[config.mk]
export PLATFORM = sky130hd
export DESIGN_NAME = irq_controller
export DESIGN_NICKNAME = d
export VERILOG_FILES = /design/src/rtl/irq_pkg.sv /design/src/rtl/irq_prio_enc.sv /design/src/rtl/irq_controller.sv
export SDC_FILE = /design/constraint.sdc
export NUM_CORES = 1
export LEC_CHECK = 0
export BUFFER_PORTS_ARGS = -buffer_cell sky130_fd_sc_hd__buf_2
export CORE_UTILIZATION = 49
export DETAILED_ROUTE_END_ITERATION = 10
export GPL_ROUTABILITY_DRIVEN = 1
export PLACE_DENSITY_LB_ADDON = 0.15
export REMOVE_ABC_BUFFERS = 1
export SYNTH_ARGS = -nofsm -noshare
export SYNTH_HDL_FRONTEND = slang
export SYNTH_SLANG_ARGS = --single-unit
[constraint.sdc]
create_clock -name I_CLOCK -period 4.7 [get_ports I_CLOCK]
set_input_delay 0.94 -clock I_CLOCK [delete_from_list [all_inputs] [get_ports I_CLOCK]]
set_output_delay 0.94 -clock I_CLOCK [all_outputs]
set_load 0.01 [all_outputs]
[src/rtl/irq_pkg.sv]
// Shared definitions for the interrupt controller: dispatch FSM states,
// default register addresses and vector layout, and the vector helper.
package irq_pkg;

    typedef enum logic [1:0] {
        ST_IDLE     = 2'd0,
        ST_REQUEST  = 2'd1,
        ST_DISPATCH = 2'd2
    } irq_state_e;

    localparam int          IRQ_MAX_CH     = 8;
    localparam int          IRQ_ID_W       = 3;
    localparam logic [15:0] IRQ_IF_ADDR    = 16'hFF0F;
    localparam logic [15:0] IRQ_IE_ADDR    = 16'hFFFF;
    localparam logic [15:0] IRQ_VEC_BASE   = 16'h0040;
    localparam int          IRQ_VEC_STRIDE = 8;

    function automatic logic [15:0] irq_vector(
        input logic [15:0]         base,
        input int                  stride,
        input logic [IRQ_ID_W-1:0] id
    );
        return base + 16'(stride) * {13'd0, id};
    endfunction

endpackage

[src/rtl/irq_prio_enc.sv]
// Fixed-priority encoder: the lowest set request index wins.
module irq_prio_enc #(
    parameter int WIDTH = 5
) (
    input  logic [WIDTH-1:0] req,
    output logic [2:0]       idx,
    output logic             valid
);

    always_comb begin
        idx   = '0;
        valid = |req;
        // Scan downwards so the lowest set bit is the last one written.
        for (int i = WIDTH - 1; i >= 0; i--) begin
            if (req[i]) begin
                idx = 3'(i);
            end
        end
    end

endmodule

[src/rtl/irq_controller.sv]
// Edge-detecting interrupt controller with CPU-visible flag/enable registers
// and a three-state request/acknowledge handshake toward the CPU.
module irq_controller
    import irq_pkg::*;
#(
    parameter int          NUM_IRQ    = 5,
    parameter logic [15:0] IF_ADDR    = IRQ_IF_ADDR,
    parameter logic [15:0] IE_ADDR    = IRQ_IE_ADDR,
    parameter logic [15:0] VEC_BASE   = IRQ_VEC_BASE,
    parameter int          VEC_STRIDE = IRQ_VEC_STRIDE
) (
    input  logic               I_CLOCK,
    input  logic               I_RESET,
    input  logic [NUM_IRQ-1:0] I_IRQ,
    input  logic               I_MEM_WE_L,
    input  logic [15:0]        I_CPU_ADDR,
    input  logic [7:0]         I_CPU_DATA,
    input  logic               I_IME,
    input  logic               I_INT_ACK,
    output logic [7:0]         O_IF,
    output logic [7:0]         O_IE,
    output logic               O_INT_REQ,
    output logic [15:0]        O_INT_VECTOR,
    output logic [2:0]         O_INT_ID,
    output logic               O_WAKE,
    output logic [NUM_IRQ-1:0] O_ACK
);

    logic [NUM_IRQ-1:0] irq_prev_reg;
    logic [NUM_IRQ-1:0] irq_armed_reg;
    logic [NUM_IRQ-1:0] if_reg, if_next;
    logic [7:0]         ie_reg, ie_next;
    irq_state_e         state_reg, state_next;
    logic [2:0]         id_reg, id_next;
    logic [15:0]        vector_reg, vector_next;
    logic [NUM_IRQ-1:0] ack_reg, ack_next;

    logic [NUM_IRQ-1:0] irq_edge;
    logic [NUM_IRQ-1:0] pending;
    logic [NUM_IRQ-1:0] ack_mask;
    logic [NUM_IRQ-1:0] ack_clr;
    logic [NUM_IRQ-1:0] if_no_ack;
    logic               wr_if, wr_ie;
    logic               accept;
    logic [2:0]         enc_idx;
    logic               enc_valid;

    assign wr_if = !I_MEM_WE_L && (I_CPU_ADDR == IF_ADDR);
    assign wr_ie = !I_MEM_WE_L && (I_CPU_ADDR == IE_ADDR);

    // A channel is armed once it has been seen low; a line held high through
    // reset therefore needs a fresh low-to-high transition to raise its flag.
    assign irq_edge = I_IRQ & ~irq_prev_reg & irq_armed_reg;
    assign pending  = if_reg & ie_reg[NUM_IRQ-1:0];
    assign accept   = (state_reg == ST_REQUEST) && I_INT_ACK;
    assign ack_clr  = accept ? ack_mask : '0;

    genvar gi;
    generate
        for (gi = 0; gi < NUM_IRQ; gi++) begin : g_ack_mask
            assign ack_mask[gi] = (id_reg == 3'(gi));
        end
        for (gi = 0; gi < IRQ_MAX_CH; gi++) begin : g_if_read
            if (gi < NUM_IRQ) begin : g_used
                assign O_IF[gi] = if_reg[gi];
            end else begin : g_unused
                assign O_IF[gi] = 1'b1;
            end
        end
    endgenerate

    // Flag update order: edge set beats a CPU write, which beats the ack clear.
    always_comb begin
        if_no_ack = (wr_if ? I_CPU_DATA[NUM_IRQ-1:0] : if_reg) | irq_edge;
        if_next   = (wr_if ? I_CPU_DATA[NUM_IRQ-1:0] : (if_reg & ~ack_clr)) | irq_edge;
        ie_next   = wr_ie ? I_CPU_DATA : ie_reg;
    end

    irq_prio_enc #(
        .WIDTH(NUM_IRQ)
    ) u_prio_enc (
        .req  (pending),
        .idx  (enc_idx),
        .valid(enc_valid)
    );

    always_comb begin
        state_next  = state_reg;
        id_next     = id_reg;
        vector_next = vector_reg;
        ack_next    = '0;
        unique case (state_reg)
            ST_IDLE: begin
                if (I_IME && enc_valid) begin
                    state_next  = ST_REQUEST;
                    id_next     = enc_idx;
                    vector_next = irq_vector(VEC_BASE, VEC_STRIDE, enc_idx);
                end
            end
            ST_REQUEST: begin
                if (accept) begin
                    ack_next   = ack_mask;
                    state_next = ST_DISPATCH;
                end else if (!I_IME || ((if_no_ack & ack_mask) == '0)) begin
                    // Withdrawn: the latched flag stays as software left it.
                    state_next = ST_IDLE;
                end
            end
            ST_DISPATCH: begin
                state_next = ST_IDLE;
            end
            default: begin
                state_next = ST_IDLE;
            end
        endcase
    end

    always_ff @(posedge I_CLOCK) begin
        if (I_RESET) begin
            irq_prev_reg  <= '0;
            irq_armed_reg <= ~I_IRQ;
            if_reg        <= '0;
            ie_reg        <= '0;
            state_reg     <= ST_IDLE;
            id_reg        <= '0;
            vector_reg    <= VEC_BASE;
            ack_reg       <= '0;
        end else begin
            irq_prev_reg  <= I_IRQ;
            irq_armed_reg <= irq_armed_reg | ~I_IRQ;
            if_reg        <= if_next;
            ie_reg        <= ie_next;
            state_reg     <= state_next;
            id_reg        <= id_next;
            vector_reg    <= vector_next;
            ack_reg       <= ack_next;
        end
    end

    assign O_IE         = ie_reg;
    assign O_INT_REQ    = (state_reg == ST_REQUEST);
    assign O_INT_VECTOR = vector_reg;
    assign O_INT_ID     = id_reg;
    assign O_WAKE       = |pending;
    assign O_ACK        = ack_reg;

endmodule

### Yosys cells after proc, flatten, opt, wreduce, memory -nomap -nowiden

Index checks and enable logic that the tools add are counted.

* add/sub/neg operators: 1
* equal/unequal tests: 9
* multiplexer cells: 13
* bitwise operators: 12
* reductions and logical operators: 14

Operators with widths (count)
* 16-bit equality test, second input constant: 2
* 5-bit bitwise AND: 5
* 5-bit 2-to-1 mux: 4
* 3-bit 2-to-1 mux: 5
* 5-bit NOT: 3
* 5-bit OR: 3
* 7-bit by 6-bit adder with 8-bit output, first input constant: 1
* 3-bit by 2-bit equality test with 1-bit output, second input constant: 2
* 2-bit 2-to-1 mux: 3
* 5-bit zero test: 1
* 5-bit OR reduction: 1
* 1-bit logical AND: 4
* 2-bit case mux with 2 select lines: 1
* 2-bit AND reduction: 2
* 3-bit by 1-bit equality test with 1-bit output, second input constant: 1
* 3-bit equality test, second input constant: 1
* 3-bit zero test: 1
* 3-bit by 1-bit inequality test with 1-bit output, second input constant: 1
* 2-bit by 1-bit equality test with 1-bit output, second input constant: 1
* 1-bit zero test: 2
* 2-bit zero test: 1
* 2-bit inequality test, second input constant: 1
* 2-bit OR reduction: 1
* 1-bit logical OR: 1
* 1-bit NOT: 1

* flip-flop bits (word level): 49
* input port bits: 34
* output and inout bits: 42
* logic and storage cells: 57

### Longest topological paths before layout

* depth in word-level cells: 10
* depth in mapped cells: 6
* gate-level depth less buffers: 6

### Modules after synthesis

From an unflattened synthesis, not the netlist that was laid out.

* cell total of the unflattened synthesis: 180
* area, all modules: 1566.5 um2

By module, submodules not included
* irq_controller: times used 1, cells each 172, area an instance 1517.7 um2, seq. area each 660.6 um2
* irq_prio_enc: times used 1, cells each 8, area an instance 48.8 um2, seq. area each 0.0 um2

### Worst setup path before layout

No wires, ideal clock.

* path type: input -> register
* from: input port I_MEM_WE_L
* to: register ie_reg[0], in the netlist O_IE[0]
* setup time: 128 ps
* data arrival time: 2091 ps
* required time: 4572 ps
* path slack: 2481 ps
* stages on the path: 5
* buffers on the path: 0
* cells stage by stage: nand2b_4 > or4_4 > nor2_8 > mux2i_1 > nor2_1

* longest elaborated chain between the ends: 2

Ends and longest elaborated chain
* start: declaration: RTL line irq_controller.sv:15 `input logic I_MEM_WE_L,`
* 1-bit zero test: RTL line irq_controller.sv:49 `assign wr_ie = !I_MEM_WE_L && (I_CPU_ADDR == IE_ADDR);`
* 1-bit logical AND: RTL line irq_controller.sv:49
* end signal: assignment: RTL line irq_controller.sv:132 `ie_reg <= ie_next;`
* end: declaration: RTL line irq_controller.sv:32 `logic [7:0] ie_reg, ie_next;`

No other way between the ends.
A chain may end at the register's enable or synchronous reset.

### Final worst setup path

* from: register if_reg[1]
* to: output port O_WAKE

* longest elaborated chain between the ends: 2

Ends and longest elaborated chain
* start: declaration: RTL line irq_controller.sv:31 `logic [NUM_IRQ-1:0] if_reg, if_next;`
* start signal: assignment: RTL line irq_controller.sv:131 `if_reg <= if_next;`
* 5-bit bitwise AND: RTL line irq_controller.sv:54 `assign pending = if_reg & ie_reg[NUM_IRQ-1:0];`
* 5-bit OR reduction: RTL line irq_controller.sv:144 `assign O_WAKE = |pending;`
* end: declaration: RTL line irq_controller.sv:25 `output logic O_WAKE,`

No other way between the ends.

==> results.cfg <==
[outcome]
status = finished clean

[global_routing]
grt_pass1_vias = 1161
grt_use_total_pct = 20.6
grt-ovfl-total = 0
antenna_found_initial = 0
grt_start_max_net_pins = 29
grt_pass1_wl_um = 5260

[worst_setup_path]
cp_max_fo = 5
startpoint_type = register
cp_data_arrival_time_ns = 1.37
crit_chain = a22o_1 > nor2_1 > nand2_1 > buf_2
reg2reg_depth = 6
critPathKind = reg -> out
critPathBufInv = 1
required_ns = 3.76
critPathSlowestCell = dfxtp_1
r2r_end = state_reg[0]
reg2reg_slack_ns = 3.19
slowest_delay_ns = 0.38
cp_top_family = flip-flops
r2r_start = if_reg[1]
end_kind = output port

[floorplanning]
die_y_um = 58.3
die_width_um = 58.3
row_count = 20
initial_core_util_pct = 51.3
core_area_um2 = 3030
pin_count = 76
die_area_um2 = 3400

[detailed_routing]
route.detailed.drc = 0
drtIter0Drc = 47
ant_nets = 0
post_drt_wl_per_cell_um = 11.6
via_per_inst = 4.81
drtPass1Iterations = 4
drt_wl_total_um = 3260
vias = 1356

[clock_tree]
cts_tree = done
h-tree-depth = 2
ctsResizeCount = 0
cts_sinks = 33
postCtsSetupRepairBufs = 0
cts_buffers = 5
cts.clk_slew.worst_paths_ns = 0.10
clockRootBuffer = clkbuf_4
worstSkewPairLatency_ns = 0.34
clk_path_buf_depth = 2
hold_buffers = 0

[job]
cap_violations = 0

[cells_and_area]
mostFrequentLayoutCells = buf_2, dfxtp_1, nor2_1
drive_gt1_share_pct = 30.7
final_common_cell = buf_2
syn2layout_area_growth_pct = 20.5
largest_register_ffs = 8
antenna_cells = 0
fin_area_um2 = 1870
utilization_pct = 61.8
fin_nets = 272

[power]
irDropWorstVdd_uv = 202
power.density_nw_per_um2 = 294
leakage_uw = 0.000887

[yosys]
ys_ff_latch = 33
yosysSeqAreaShare_pct = 42.5
yosysWarnings = 0
netlist_instances = 181
postSynthAreaPerCell_um2 = 8.59
synth.distinct_cells = 37
syn_area_um2 = 1550

[timing]
finalMaxSlewViolations = 0
fmax_mhz = 433
fin_crit_ns = 2.31
rsz0062_at_grt = no
clock_skew_ns = 0.00900
setup_viol = 0
min_period_over_period_pct = 49.2
finalHoldViolCount = 0
finalSetupTns_ns = 0
whs_ns = 0.459

[place]
placed_cell_area_um2 = 1800
routabilityCongestion = 0.895
hpwl_um = 2470
port_buffers = 59

[worst_hold_path]
hold_path.class = reg -> reg
min_path_cells = 2
worstHoldStart = irq_armed_reg[4]
min_to = irq_armed_reg[4]
==> worst max path at each step <==
stage	startpoint	end	slack, ns	depth (start not counted)
floorplan	I_MEM_WE_L	state_reg[0]	2.49	6
global placement	I_MEM_WE_L	state_reg[0]	2.29	7
detailed placement	I_MEM_WE_L	state_reg[0]	2.26	7
CTS	if_reg[1]	O_WAKE	2.40	4
global route	if_reg[1]	O_WAKE	2.29	4
finish	if_reg[1]	O_WAKE	2.39	4
==> report_power, final <==
group          switching (uW)  internal (uW)  leakage (uW)
Combinational            30.7           23.3      0.000576
Clock                    93.5            108     0.0000410
Sequential               6.72            288      0.000270
==> layer usage <==
layer | GRT usage [%] | routed length, um | vias up
met3 | 4.62 | 193 | 7
met1 | 27.8 | 1540 | 591
met2 | 31.7 | 1480 | 54
met4 | 9.18 | 51 | 0
met5 | 0 | 0 | -
li1 | - | - | 704
==> cell usage after synthesis (all sizes together) <==
cell     n  area share, %
dfxtp   33             43
nor2    23            6.6
nand2   21            5.2
buf     20            9.4
a21oi   13            4.2
o21ai   10            3.2
mux2i    8            5.2
inv      7            1.7
nor2b    6            2.4
nand3b   5            2.4
o211ai   4            1.9
a31oi    3            1.2
clkbuf   3           0.72
nand4    3            1.2
a22o     2            1.1
and2     2           0.81
conb     2           0.48
nand2b   2            1.3
nor4     2            2.2
o22ai    2            1.2
a211o    1           0.56
a311o    1           0.64
a32oi    1           0.56
nand3    1           0.32
nor3     1           0.32
o21a     1           0.48
o31a     1           0.56
or2      1           0.40
or3      1           0.40
or4      1           0.72
==> worst reg2reg max path, delay by kind of cell, from the launching register on <==
kind / cells / cell delay, ns
compound gates: 3 / 0.63
flops: 1 / 0.38
simple gates: 3 / 0.37
==> metrics by stage <==
step	setup slack [ns]	std cells	power, uW
6_report	2.39	282	551
3_5_place_dp	2.26	275	355
4_1_cts	2.40	282	551
2_1_floorplan	2.49	172	326
5_1_grt	2.29	282	574
3_3_place_gp	2.29	275	355
==> area by class of cell <==
| class | instances | area (um2) |
|---|---|---|
| fill | 293 | 1160 |
| multi-input combinational | 132 | 762 |
| sequential | 33 | 661 |
| timing repair buffer | 59 | 295 |
| tap | 44 | 55.1 |
| clock buffer | 5 | 37.5 |
| clock inverter | 2 | 35.0 |
| inverter | 7 | 26.3 |
==> logic make-up after synthesis <==
logic type | count (synthesis) | synth area share [%]
mux | 8 | 5.15
compound gates | 39 | 15.7
other cells | 2 | 0.483
buf+inv | 30 | 11.8
flops | 33 | 42.5
simple gates | 69 | 24.3
No activity file was read; power rests on OpenSTA's default activity.
